File: src/rtl/sc_statemachine_game.sv
// Shooter-game control FSM: fire synchronizer, bullet shifter commands, score/lives bookkeeping.
// Define SC_STATEMACHINE_GAME_AUTOFIRE_EN to also launch from READY on every tick.
module sc_statemachine_game #(
    parameter int LIVES_INIT = 3,
    parameter int SCORE_WIN  = 21,
    parameter int FLY_MAX    = 7
) (
    input  logic       SC_STATEMACHINE_GAME_CLOCK_50,
    input  logic       SC_STATEMACHINE_GAME_RESET_InLow,
    input  logic       SC_STATEMACHINE_GAME_fire_InLow,
    input  logic       SC_STATEMACHINE_GAME_tick_InHigh,
    input  logic       SC_STATEMACHINE_GAME_lose_InHigh,
    input  logic       SC_STATEMACHINE_GAME_statebullet_InHigh,
    output logic       SC_STATEMACHINE_GAME_bulletload_OutHigh,
    output logic       SC_STATEMACHINE_GAME_bulletshift_OutHigh,
    output logic       SC_STATEMACHINE_GAME_bulletclear_OutHigh,
    output logic [2:0] SC_STATEMACHINE_GAME_state_Out,
    output logic [7:0] SC_STATEMACHINE_GAME_score_Out,
    output logic [1:0] SC_STATEMACHINE_GAME_lives_Out,
    output logic       SC_STATEMACHINE_GAME_gameover_OutHigh,
    output logic       SC_STATEMACHINE_GAME_win_OutHigh
);

    typedef enum logic [2:0] {
        START = 3'd0,
        READY = 3'd1,
        LOAD  = 3'd2,
        FLY   = 3'd3,
        HIT   = 3'd4,
        DEAD  = 3'd5,
        OVER  = 3'd6,
        WIN   = 3'd7
    } state_t;

    localparam logic [2:0] FLY_LIMIT    = 3'(FLY_MAX);
    localparam logic [7:0] SCORE_TARGET = 8'(SCORE_WIN);
    localparam logic [1:0] LIVES_RELOAD = 2'(LIVES_INIT);

    wire clk   = SC_STATEMACHINE_GAME_CLOCK_50;
    wire rst_n = SC_STATEMACHINE_GAME_RESET_InLow;
    wire tick  = SC_STATEMACHINE_GAME_tick_InHigh;
    wire lose  = SC_STATEMACHINE_GAME_lose_InHigh;
    wire hit   = ~SC_STATEMACHINE_GAME_statebullet_InHigh;

    state_t     state, state_next;
    logic [2:0] fly_cnt, fly_cnt_next;
    logic [7:0] score, score_next;
    logic [1:0] lives, lives_next;
    logic       load_next, shift_next, clear_next;
    logic       load_q, shift_q, clear_q, gameover_q, win_q;
    logic       sync1, sync2, sync_prev, press;

    always_ff @(posedge clk) begin
        if (!rst_n) begin
            sync1     <= 1'b1;
            sync2     <= 1'b1;
            sync_prev <= 1'b1;
        end else begin
            sync1     <= SC_STATEMACHINE_GAME_fire_InLow;
            sync2     <= sync1;
            sync_prev <= sync2;
        end
    end

    assign press = sync_prev & ~sync2;

    // Command pulses are computed from the next state and registered, so each one
    // lands in the cycle the FSM sits in the state that issues it. Fly expiry
    // spends one extra FLY cycle so its clear never overlaps the last shift.
    always_comb begin
        state_next   = state;
        fly_cnt_next = fly_cnt;
        score_next   = score;
        lives_next   = lives;
        load_next    = 1'b0;
        shift_next   = 1'b0;
        clear_next   = 1'b0;
        case (state)
            START: if (press) state_next = READY;
            READY: begin
                if (lose)
                    state_next = DEAD;
                else if (press)
                    state_next = LOAD;
`ifdef SC_STATEMACHINE_GAME_AUTOFIRE_EN
                else if (tick)
                    state_next = LOAD;
`endif
            end
            LOAD: begin
                fly_cnt_next = 3'd0;
                state_next   = lose ? DEAD : FLY;
            end
            FLY: begin
                if (lose)
                    state_next = DEAD;
                else if (clear_q)
                    state_next = READY;
                else if (hit)
                    state_next = HIT;
                else if (fly_cnt == FLY_LIMIT)
                    clear_next = 1'b1;
                else if (tick) begin
                    shift_next   = 1'b1;
                    fly_cnt_next = fly_cnt + 3'd1;
                end
            end
            HIT: begin
                score_next = (score == 8'hFF) ? score : score + 8'd1;
                state_next = (score_next == SCORE_TARGET) ? WIN : READY;
            end
            DEAD: begin
                lives_next = lives - 2'd1;
                state_next = (lives == 2'd1) ? OVER : READY;
            end
            OVER, WIN: begin
                if (press) begin
                    state_next = START;
                    score_next = 8'd0;
                    lives_next = LIVES_RELOAD;
                end
            end
            default: state_next = START;
        endcase
        load_next  = (state_next == LOAD);
        clear_next = clear_next | (state_next == HIT) | (state_next == DEAD);
    end

    always_ff @(posedge clk) begin
        if (!rst_n) begin
            state      <= START;
            fly_cnt    <= 3'd0;
            score      <= 8'd0;
            lives      <= LIVES_RELOAD;
            load_q     <= 1'b0;
            shift_q    <= 1'b0;
            clear_q    <= 1'b0;
            gameover_q <= 1'b0;
            win_q      <= 1'b0;
        end else begin
            state      <= state_next;
            fly_cnt    <= fly_cnt_next;
            score      <= score_next;
            lives      <= lives_next;
            load_q     <= load_next;
            shift_q    <= shift_next;
            clear_q    <= clear_next;
            gameover_q <= (state_next == OVER);
            win_q      <= (state_next == WIN);
        end
    end

    assign SC_STATEMACHINE_GAME_bulletload_OutHigh  = load_q;
    assign SC_STATEMACHINE_GAME_bulletshift_OutHigh = shift_q;
    assign SC_STATEMACHINE_GAME_bulletclear_OutHigh = clear_q;
    assign SC_STATEMACHINE_GAME_state_Out           = state;
    assign SC_STATEMACHINE_GAME_score_Out           = score;
    assign SC_STATEMACHINE_GAME_lives_Out           = lives;
    assign SC_STATEMACHINE_GAME_gameover_OutHigh    = gameover_q;
    assign SC_STATEMACHINE_GAME_win_OutHigh         = win_q;

endmodule

File: config.mk
export PLATFORM = sky130hd
export DESIGN_NAME = sc_statemachine_game
export DESIGN_NICKNAME = d
export VERILOG_FILES = /design/src/rtl/sc_statemachine_game.sv
export SDC_FILE = /design/constraint.sdc
export NUM_CORES = 1
export LEC_CHECK = 0
export ABC_AREA = 1
export CAP_MARGIN = 20
export CELL_PAD_IN_SITES_DETAIL_PLACEMENT = 0
export CELL_PAD_IN_SITES_GLOBAL_PLACEMENT = 2
export CORE_MARGIN = 5
export CORE_UTILIZATION = 25
export DETAILED_ROUTE_END_ITERATION = 8
export PLACE_DENSITY = 0.71
export RECOVER_POWER = 25
export SLEW_MARGIN = 5
export SYNTH_ARGS = -nofsm -noshare
export SYNTH_HDL_FRONTEND = slang
export SYNTH_SLANG_ARGS = --single-unit
File: constraint.sdc
create_clock -name SC_STATEMACHINE_GAME_CLOCK_50 -period 1.4 [get_ports SC_STATEMACHINE_GAME_CLOCK_50]
set_clock_uncertainty 0.05 [all_clocks]
set_input_delay 0.28 -clock SC_STATEMACHINE_GAME_CLOCK_50 [delete_from_list [all_inputs] [get_ports SC_STATEMACHINE_GAME_CLOCK_50]]
set_output_delay 0.28 -clock SC_STATEMACHINE_GAME_CLOCK_50 [all_outputs]
set_load 0.05 [all_outputs]
==> flow_metrics.py <==
metrics = {
    "floorplan": {
        "die_h_um": 84.3,
        "start_util_pct": 25.4,
        "dieArea_um2": 7110,
        "die-width_um": 84.3,
        "io_pins": 24,
        "core-area_um2": 5440,
        "rows": 27,
    },
    "clock_tree": {
        "cts_root_buf": "clkbuf_8",
        "worstSkewPairLatency_ps": 270,
        "cts_tree": "built",
        "hold_buffers": 0,
        "clkTransAtPathRegs_ps": 90,
        "cts.path.max_buffers": 2,
        "cts.sinks": 24,
        "cts_buffers": 3,
        "h-tree-depth": 1,
    },
    "setup_path": {
        "end_kind": "register",
        "r2r-start": "SC_STATEMACHINE_GAME_score_Out[0]$_SDFFE_PN0P_",
        "critPathMaxFanout": 7,
        "path_class": "reg -> reg",
        "crit_required_ps": 1570,
        "startpoint_type": "register",
        "cp.arrival_ps": 1760,
        "startpoint": "SC_STATEMACHINE_GAME_score_Out[0]$_SDFFE_PN0P_",
    },
    "place": {
        "post-dp-hpwl_um": 3130,
        "dp_cells": 342,
        "placed_cell_area_um2": 2220,
        "portBuffers": 23,
        "place_congestion": 0.736,
    },
    "cells_and_area": {
        "layout_commonest_cell": "nand2_1",
        "fin_area_um2": 2340,
        "nNetsFinal": 289,
        "drive_gt1_share_pct": 42.4,
        "final_cells": 350,
        "layout_common_cells": "nand2_1, buf_4, inv_1",
        "area_delta_synth_final_pct": 69.6,
        "num_antenna_cells": 0,
        "final_util_pct": 43.0,
    },
    "timing": {
        "period_minus_slack_ps": 1590,
        "tns_ps": -900,
        "rsz0062_at_grt": "true",
        "setup_viol": 7,
        "drv_slew": 0,
        "hold_viol": 0,
        "layout_setup_ws_ps": -189,
        "max_slew_margin_pct": 76.2,
        "finalCritPeriodShare_pct": 114,
        "worst_slew_pin_slew_ps": 348,
        "timing.fmax_mhz": 629,
    },
    "worst_hold_path": {
        "hold_class": "reg -> reg",
        "hp-start": "sync1$_SDFF_PN1_",
    },
    "drt": {
        "routedWlPerCell_um": 11.5,
        "wirelength_um": 4030,
        "remaining_drc_errors": 0,
        "vias": 1517,
        "via_per_inst": 4.33,
        "drt_iter0_drc": 32,
        "drt_first_pass_iters": 4,
        "drtAntennaViolNets": 0,
    },
    "grt": {
        "first_global_vias": 1504,
        "grt_usage_pct": 11.7,
        "grt_max_degree": 15,
        "grt_pass1_wl_um": 6840,
        "antenna_found_initial": 0,
        "overflow": 0,
    },
    "power_and_ir_drop": {
        "ir_drop_mv": 0.320,
        "p_leak_nw": 1.06,
        "cellPowerDensity_nw_per_um2": 642,
        "total_power_mw": 1.50,
    },
    "status": {
        "violations": "setup timing",
        "run_status": "finished with violations",
    },
    "synth": {
        "ys_types": 28,
        "syn-cell-area_um2": 1380,
        "seq_area_frac_synth_pct": 34.8,
        "synth-seq-cells": 24,
        "syn_inst": 208,
        "synth.net_count": 218,
        "syn_avg_cell_area_um2": 6.63,
        "yosys_warnings": 0,
    },
    "run": {
        "max_cap_violations": 0,
    },
}
[state kept, by name, summed over array words and instances, names as in the netlist]
signal / count
SC_STATEMACHINE_GAME_bulletshift_OutHigh: 1
sync2: 1
sync_prev: 1
SC_STATEMACHINE_GAME_state_Out: 3
SC_STATEMACHINE_GAME_bulletclear_OutHigh: 1
SC_STATEMACHINE_GAME_bulletload_OutHigh: 1
SC_STATEMACHINE_GAME_win_OutHigh: 1
SC_STATEMACHINE_GAME_score_Out: 8
sync1: 1
fly_cnt: 3
SC_STATEMACHINE_GAME_gameover_OutHigh: 1
SC_STATEMACHINE_GAME_lives_Out: 2
[worst max-delay path: stages (launching register included)]
cell     delay [ps]
dfxtp_4         380
ha_4            160
nand2_4          70
nor2_4          150
nand2_4         110
nand2_2          70
nand3_2          80
nor2_4          130
nand3_4          90
nand2_2          70
nand2_2          60
nor2_2          100
[path summary, 6_finish.rpt]
check	end	slack, ps	cells after the start
max	SC_STATEMACHINE_GAME_win_OutHigh$_SDFF_PN0_	-190	11
min	sync2$_SDFF_PN1_	370	1
max reg2reg	SC_STATEMACHINE_GAME_win_OutHigh$_SDFF_PN0_	-190	11
min reg2reg	sync2$_SDFF_PN1_	370	1
[layer usage]
metal | global-route usage, % | routed length (um)
met5 | 0 | 0
met4 | 2.63 | 20
met3 | 2.06 | 145
met2 | 21.2 | 2020
met1 | 14.3 | 1840
[what timing repair did]
action / CTS / global route
setup endpoints to repair: 5 / 18
resized for setup: 4 / 17
pin swaps: 6 / 13
buffers inserted: 0 / 4
[synthesized netlist by cell type]
| cell | number | share of area, % |
|---|---|---|
| nand2_1 | 66 | 18 |
| dfxtp_1 | 24 | 35 |
| inv_1 | 21 | 5.7 |
| nand3_1 | 19 | 6.9 |
| a21oi_1 | 16 | 5.8 |
| nor2_1 | 16 | 4.4 |
| nor2_2 | 6 | 2.7 |
| ha_1 | 4 | 3.6 |
| inv_2 | 4 | 1.1 |
| nand2_2 | 4 | 1.8 |
| nand4_1 | 4 | 1.8 |
| nor2_4 | 3 | 2.4 |
| o21ai_0 | 3 | 1.1 |
| nand3_2 | 2 | 1.5 |
| o22ai_1 | 2 | 0.91 |
| or2_2 | 2 | 0.91 |
| a2111oi_0 | 1 | 0.63 |
| a211o_1 | 1 | 0.63 |
| a211oi_1 | 1 | 0.54 |
| buf_6 | 1 | 0.82 |
| clkbuf_1 | 1 | 0.27 |
| nand2_4 | 1 | 0.82 |
| nor3_1 | 1 | 0.36 |
| nor4_1 | 1 | 0.45 |
| o211ai_1 | 1 | 0.54 |
| o21ai_1 | 1 | 0.36 |
| o21bai_1 | 1 | 0.54 |
| xnor2_1 | 1 | 0.63 |
[report_power, final]
| group | total (mW) | switching (mW) | internal [mW] |
|---|---|---|---|
| combinational | 0.189 | 0.104 | 0.0854 |
| clock | 0.621 | 0.239 | 0.382 |
| sequential | 0.693 | 0.00809 | 0.685 |
| total | 1.50 | 0.351 | 1.15 |
[layout make-up]
| type | instances | area, um^2 |
|---|---|---|
| fill | 564 | 3100 |
| tap | 72 | 90.1 |
| multi-input combinational | 157 | 893 |
| sequential | 24 | 505 |
| clock buffer | 3 | 41.3 |
| clock inverter | 1 | 30.0 |
| timing repair buffer | 68 | 687 |
| inverter | 25 | 93.8 |
[stage by stage]
step                      setup slack, ps  hold slack (ps)
final                                -189              370
after global routing                 -287              392
after CTS                            -229              377
after detailed placement             -262              355
after global placement               -289              347
after floorplan                      -136              299
[kinds of logic after synthesis]
family	count (synthesis)	synth area share, %
flops	24	34.8
xor+xnor	1	0.635
buf+inv	27	7.89
simple gates	125	42.0
compound gates	27	11.1
fa+ha+maj	4	3.63
Power figures use the tool's default switching activity.
